<file path="config.mk">
export PLATFORM = sky130hd
export DESIGN_NAME = rom_arbiter
export DESIGN_NICKNAME = d
export VERILOG_FILES = /design/src/rtl/rom_arbiter_pkg.sv /design/src/rtl/rom_rsp_slot.sv /design/src/rtl/rom_arbiter.sv
export SDC_FILE = /design/constraint.sdc
export NUM_CORES = 1
export LEC_CHECK = 0
export CORE_ASPECT_RATIO = 0.5
export CORE_MARGIN = 2
export CORE_UTILIZATION = 45
export CTS_BUF_LIST = sky130_fd_sc_hd__clkbuf_4
export DETAILED_ROUTE_END_ITERATION = 12
export DONT_BUFFER_PORTS = 1
export PLACE_DENSITY = 0.58
export SLEW_MARGIN = 20
export SYNTH_ARGS = -nofsm -noshare
export SYNTH_HDL_FRONTEND = slang
export SYNTH_HIERARCHICAL = 1
export SYNTH_SLANG_ARGS = --single-unit
</file>
<file path="constraint.sdc">
create_clock -name clk -period 1.6 [get_ports clk]
set_clock_uncertainty 0.2 [all_clocks]
set_input_delay 0.24 -clock clk [delete_from_list [all_inputs] [get_ports clk]]
set_output_delay 0.24 -clock clk [all_outputs]
set_load 0.02 [all_outputs]
</file>
<file path="src/rtl/rom_arbiter_pkg.sv">
// Shared constants and types for the two-port instruction-ROM arbiter.
package rom_arbiter_pkg;

    localparam logic PORT_I = 1'b0;
    localparam logic PORT_D = 1'b1;

    localparam int PRIO_RR    = 0;
    localparam int PRIO_FIXED = 1;

    // Owner of the single ROM access that is one cycle away from returning.
    typedef struct packed {
        logic valid;
        logic owner;
    } infl_t;

endpackage

</file>
<file path="src/rtl/rom_rsp_slot.sv">
// One-entry response register: captures a ROM word and holds it until the consumer takes it.
module rom_rsp_slot
    import rom_arbiter_pkg::*;
(
    input  logic        clk,
    input  logic        rstn,
    input  logic        i_cap_valid,
    input  logic [31:0] i_cap_data,
    input  logic        i_rsp_ready,
    output logic        o_rsp_valid,
    output logic [31:0] o_rsp_data
);

    logic        r_valid;
    logic [31:0] r_data;

    // NOTE: non-blocking assignments here so every register samples pre-edge values.
    always_ff @(posedge clk or negedge rstn) begin
        if (!rstn) begin
            r_valid <= 1'b0;
            // NOTE: the data word is reset as well so it reads 0, not X, before the first capture.
            r_data  <= '0;
        end else if (i_cap_valid) begin
            r_valid <= 1'b1;
            r_data  <= i_cap_data;
        end else if (r_valid && i_rsp_ready) begin
            r_valid <= 1'b0;
        end
    end

    assign o_rsp_valid = r_valid;
    assign o_rsp_data  = r_data;

endmodule

</file>
<file path="src/rtl/rom_arbiter.sv">
// Shares the single-port instruction ROM between fetch (I) and data-load (D) requesters.
module rom_arbiter
    import rom_arbiter_pkg::*;
#(
    parameter int PRIO_MODE = PRIO_RR,
    parameter int AW        = 32
) (
    input  logic          clk,
    input  logic          rstn,
    input  logic          i_req_valid,
    output logic          i_req_ready,
    input  logic [AW-1:0] i_req_addr,
    output logic          i_rsp_valid,
    input  logic          i_rsp_ready,
    output logic [31:0]   i_rsp_data,
    input  logic          d_req_valid,
    output logic          d_req_ready,
    input  logic [AW-1:0] d_req_addr,
    output logic          d_rsp_valid,
    input  logic          d_rsp_ready,
    output logic [31:0]   d_rsp_data,
    output logic          rom_rx_valid,
    output logic [31:0]   rom_rx_addr,
    input  logic          rom_tx_valid,
    input  logic [31:0]   rom_tx_data,
    output logic          err_spurious
);

    infl_t       r_infl;
    logic        r_last_grant;
    logic        r_err_spurious;
    logic        w_elig_i;
    logic        w_elig_d;
    logic        w_grant_i;
    logic        w_grant_d;
    logic        w_grant_any;
    logic        w_grant_port;
    logic        w_cap_i;
    logic        w_cap_d;
    logic [31:0] w_addr_i;
    logic [31:0] w_addr_d;

    generate
        if (AW >= 32) begin : g_addr_trunc
            assign w_addr_i = i_req_addr[31:0];
            assign w_addr_d = d_req_addr[31:0];
        end else begin : g_addr_zext
            assign w_addr_i = {{(32-AW){1'b0}}, i_req_addr};
            assign w_addr_d = {{(32-AW){1'b0}}, d_req_addr};
        end
    endgenerate

    // A port may not issue while its own access is in flight or its response slot cannot drain.
    assign w_elig_i = i_req_valid & ~(r_infl.valid & (r_infl.owner == PORT_I))
                    & (~i_rsp_valid | i_rsp_ready);
    assign w_elig_d = d_req_valid & ~(r_infl.valid & (r_infl.owner == PORT_D))
                    & (~d_rsp_valid | d_rsp_ready);

    always_comb begin
        // NOTE: defaults first so no path leaves a grant unassigned (no latch).
        w_grant_i = 1'b0;
        w_grant_d = 1'b0;
        if (w_elig_i && w_elig_d) begin
            if (PRIO_MODE == PRIO_FIXED || r_last_grant == PORT_D)
                w_grant_i = 1'b1;
            else
                w_grant_d = 1'b1;
        end else begin
            w_grant_i = w_elig_i;
            w_grant_d = w_elig_d;
        end
    end

    assign w_grant_any  = w_grant_i | w_grant_d;
    assign w_grant_port = w_grant_d ? PORT_D : PORT_I;

    assign i_req_ready  = w_grant_i;
    assign d_req_ready  = w_grant_d;
    assign rom_rx_valid = w_grant_any;
    assign rom_rx_addr  = w_grant_i ? w_addr_i : (w_grant_d ? w_addr_d : 32'h0);

    always_ff @(posedge clk or negedge rstn) begin
        if (!rstn) begin
            r_infl         <= '{valid: 1'b0, owner: PORT_I};
            r_last_grant   <= PORT_D;
            r_err_spurious <= 1'b0;
        end else begin
            r_infl.valid <= w_grant_any;
            if (w_grant_any) begin
                r_infl.owner <= w_grant_port;
                r_last_grant <= w_grant_port;
            end
            if (rom_tx_valid && !r_infl.valid)
                r_err_spurious <= 1'b1;
        end
    end

    // A missing rom_tx_valid simply retires the in-flight entry without a capture.
    assign w_cap_i = rom_tx_valid & r_infl.valid & (r_infl.owner == PORT_I);
    assign w_cap_d = rom_tx_valid & r_infl.valid & (r_infl.owner == PORT_D);

    rom_rsp_slot u_slot_i (
        .clk         (clk),
        .rstn        (rstn),
        .i_cap_valid (w_cap_i),
        .i_cap_data  (rom_tx_data),
        .i_rsp_ready (i_rsp_ready),
        .o_rsp_valid (i_rsp_valid),
        .o_rsp_data  (i_rsp_data)
    );

    rom_rsp_slot u_slot_d (
        .clk         (clk),
        .rstn        (rstn),
        .i_cap_valid (w_cap_d),
        .i_cap_data  (rom_tx_data),
        .i_rsp_ready (d_rsp_ready),
        .o_rsp_valid (d_rsp_valid),
        .o_rsp_data  (d_rsp_data)
    );

    assign err_spurious = r_err_spurious;

endmodule
</file>
==> metrics.md <==
| Metric | Value |
|---|---|
| Run status | `complete, but fails checks` |
| Violated checks | `hold timing, setup timing` |
| Depth of the most critical reg-to-reg path | `7` |
| Post-synth EDFFs | `0` |
| Boundary pin count | `205` |
| Endpoint kind of the worst setup timing path | `output pin` |
| Sequential cell area | `0.00175 mm2` |
| Share of synthesized area occupied by flip-flops and latches | `0.518` |
| Worst Hold Class | `in -> async` |
| Reg-to-reg endpoint | `u_slot_i/o_rsp_data[9]` |
| Total via count after detailed routing | `2051` |
| Fraction of synthesized area in multiplexers | `0.277` |
| Combinational Power Share | `0.425` |
| Core area | `0.00729 mm2` |
| Post-synthesis simple-gate area fraction | `0.0299` |
| Average instance area after synthesis | `16.4 um2` |
| Global placement routability congestion | `0.773` |
| Clock edge transition at the registers on the reported setup and hold paths | `130 ps` |
| Synth Register Bits | `70` |
| Clock Tree Buf Depth | `2` |
| Detailed Place HPWL | `5570 um` |
| Share of total power in sequential cells | `0.469` |
| Tightest hold margin | `-706 ps` |
| Leakage power of the design | `2.09 nW` |
| Post-route DRC | `0` |
| Summed instance area of the synthesized netlist | `0.00338 mm2` |
| Top-area cell type share of the netlist area | `0.510` |
| Kind of launch point of the worst setup path | `register` |
| Net switching share of the total power | `0.422` |
| Dominant combinational cell family by area after synthesis | `multiplexers` |
| Relative contribution of the clock network to total power | `0.106` |
| Cell row count | `22` |
| Layout fillers | `548` |
| Ys Warns | `6` |
| Tcrit/Tclk final | `1.48` |
| Wire length of the first global-routing pass | `13600 um` |
| MaxCap Viol Count | `0` |
| Biggest area contributors in the synthesized netlist | `sky130_fd_sc_hd__dfrtp_1 51%, sky130_fd_sc_hd__mux2_4 26%, sky130_fd_sc_hd__a22o_1 7.5%` |
| Beginning of the critical path | `r_infl[1]` |
| Switching power summed over all nets | `3.93 mW` |
| Clock sinks | `70` |
| Post-detailed-route wirelength per cell | `24.7 um` |
| Routed via count divided by cell count | `5.48` |
| Data arrival time of the critical path | `1920 ps` |
| Count of final setup violators | `70` |
| Fraction of final layout cells with drive strength greater than 1 | `0.590` |
| Cell-internal power | `5.38 mW` |
| Post-synthesis cell type count | `28` |
| IO Port Bufs | `0` |
| Remaining antenna violation count | `0` |
| Final count of pins violating max slew | `0` |
| CP peak stage delay | `420 ps` |
| Effective utilization at floorplan | `0.464` |
| Arithmetic-cell share of the synthesized area counting full adders, half adders and majority gates | `0` |
| Total Negative Setup Slacks | `-41360 ps` |
| Number of buffers added by the clock tree synthesis step | `9` |
| Antenna violations before repair | `0` |
| Worst Tran Pin Value | `351 ps` |
| Dominant cell by count in the synthesized netlist | `sky130_fd_sc_hd__dfrtp_1` |
| Number of DRC markers in iteration 0 | `97` |
| Fmax | `0.423 GHz` |
| Power density cells | `2050 mW/mm2` |
| Vias in the first global route | `2243` |
| Dominant cell type by area after synthesis | `sky130_fd_sc_hd__dfrtp_1` |
| GRT Overall Usage | `0.219` |
| VDD IR max | `882 uV` |
| Gr ovfl total | `0` |
| Post-layout nets | `376` |
| Mapped Nets | `309` |
| Number of detailed-routing iterations run before antenna repair | `4` |
| Mapped Cells | `206` |
| Die Wd | `127 um` |
| Number of inserted diodes | `0` |
| Utilization after layout | `0.624` |
| Critical R2R Launch | `r_infl[0]` |
| Multi-input gate area in the final layout | `0.00173 mm2` |
| Buffer cell driving the clock tree root | `sky130_fd_sc_hd__clkbuf_4` |
| Die boundary height | `65.3 um` |
| Full die area | `0.00827 mm2` |
| Final number of hold-violating endpoints | `71` |
| Worst-Skew Late Latency | `410 ps` |
| Final worst setup slack | `-765 ps` |
| Growth of design area from synthesis to finish | `34.5%` |
| Slowest stage cell on the critical path | `sky130_fd_sc_hd__dfrtp_1` |
| Sum of routed wire length over all layers | `9250 um` |
| Pin count of the biggest net entering global routing | `71` |
| Type of the setup path with the least slack | `reg -> out` |
| Share of the synthesized netlist area taken by xor and xnor gates | `0` |
| Slack of the worst reg-to-reg path | `-490 ps` |
| Endpoint required time on the critical path | `1160 ps` |
| Commonest cells in the netlist | `69 x sky130_fd_sc_hd__dfrtp_1, 58 x sky130_fd_sc_hd__mux2_4, 29 x sky130_fd_sc_hd__a22o_1, 8 x sky130_fd_sc_hd__buf_6` |
| H-tree Lvls | `3` |
| RSZ-0062 raised after global routing | `true` |
| TritonCTS clock tree | `built` |
| Critical path cell sequence | `and2_4 -> nor4_4 -> buf_4 -> nor3_4 -> buf_12 -> a22o_4` |
| Synth Flop Type | `sky130_fd_sc_hd__dfrtp_1` |
| Async set-reset flop share out of synthesis | `1.00` |
| Max Fanout on Critical Path | `17` |
| Compound-cell area share of the yosys netlist | `0.106` |
| Hold-fix buffers at CTS | `35` |
| Shortest clock period the worst path allows after layout | `2360 ps` |
| Max transition margin | `0.765` |
## area by class of cell
| class | count | area share |
|---|---|---|
| inverter | 6 | 0.00495 |
| timing repair buffer | 68 | 0.178 |
| sequential | 70 | 0.385 |
| tap | 96 | 0.0264 |
| multi-input combinational | 118 | 0.380 |
| clock buffer | 10 | 0.0165 |
| clock inverter | 6 | 0.00852 |
## power by group through the flow
stage                     Sequential (mW)  Combinational, mW  Clock [mW]
after floorplan                      4.20               2.77           0
after global placement               4.39               2.92           0
after detailed placement             4.41               3.00           0
after CTS                            4.38               3.69        1.02
after global routing                 4.49               4.16        1.09
final                                4.37               3.96       0.986
## critical path, delay by kind of cell (launching register included)
kind | cells | cell delay [ps]
DFF | 1 | 420
and+or+nand+nor | 3 | 460
buffers and inverters | 2 | 350
AOI/OAI and AO/OA | 1 | 280
## stage by stage
step	worst slack, ps	instances	hold WS [ps]	cell area [um2]	power (mW)
floorplan	-211	206	-256	3470	6.98
global placement	-750	302	-254	3530	7.31
detailed placement	-860	302	-254	3530	7.41
CTS	-788	364	-744	4400	9.09
global route	-875	374	-761	4550	9.74
finish	-765	374	-706	4550	9.31
## how the worst max path moves through the flow
stage	end	slack, ps	cells after the start
after floorplan	rom_rx_addr[23]	-210	4
after detailed placement	rom_rx_addr[13]	-860	4
final	rom_rx_addr[18]	-760	6
after global routing	rom_rx_addr[18]	-880	6
after CTS	rom_rx_addr[22]	-790	6
after global placement	rom_rx_addr[6]	-750	3
## metal layers
| metal | wire [um] | global-route usage | share of wire | up-vias |
|---|---|---|---|---|
| li1 | - | - | - | 893 |
| met1 | 3600 | 0.251 | 0.39 | 1047 |
| met2 | 4690 | 0.369 | 0.51 | 95 |
| met3 | 758 | 0.0985 | 0.082 | 16 |
| met4 | 200 | 0.0797 | 0.022 | 0 |
| met5 | 0 | 0 | 0 | - |
## cells in the final DEF (no fill, tap or decap), types with 3 or more instances in the layout
master                          count
sky130_fd_sc_hd__dfrtp_1           68
sky130_fd_sc_hd__mux2_4            58
sky130_fd_sc_hd__dlygate4sd3_1     35
sky130_fd_sc_hd__a22o_4            32
sky130_fd_sc_hd__buf_4             13
sky130_fd_sc_hd__clkbuf_4          10
sky130_fd_sc_hd__buf_12             8
sky130_fd_sc_hd__mux2_2             6
sky130_fd_sc_hd__buf_6              5
sky130_fd_sc_hd__inv_2              4
sky130_fd_sc_hd__nor3_4             3
sky130_fd_sc_hd__a21o_1             3
sky130_fd_sc_hd__clkbuf_16          3
sky130_fd_sc_hd__buf_8              3
## state kept, by name, indices dropped and copies added, names as in the netlist
register and flops:
u_slot_d/o_rsp_data 32, u_slot_i/o_rsp_data 32, u_slot_d/o_rsp_valid 1, r_last_grant 1, r_infl 2, err_spurious 1, u_slot_i/o_rsp_valid 1
## logic make-up after synthesis
group | count (synthesis)
AO/OA/AOI/OAI | 41
buffers and inverters | 20
AND/OR/NAND/NOR | 11
flip-flops | 70
multiplexers | 64
## what timing repair did
item,in CTS,in global routing
pin swaps,26,5
setup buffers,8,7
resized for setup,54,5
hold endpoints to repair,139,72
gates cloned,3,4
setup endpoints to repair,67,100
Power figures use the tool's default switching activity.
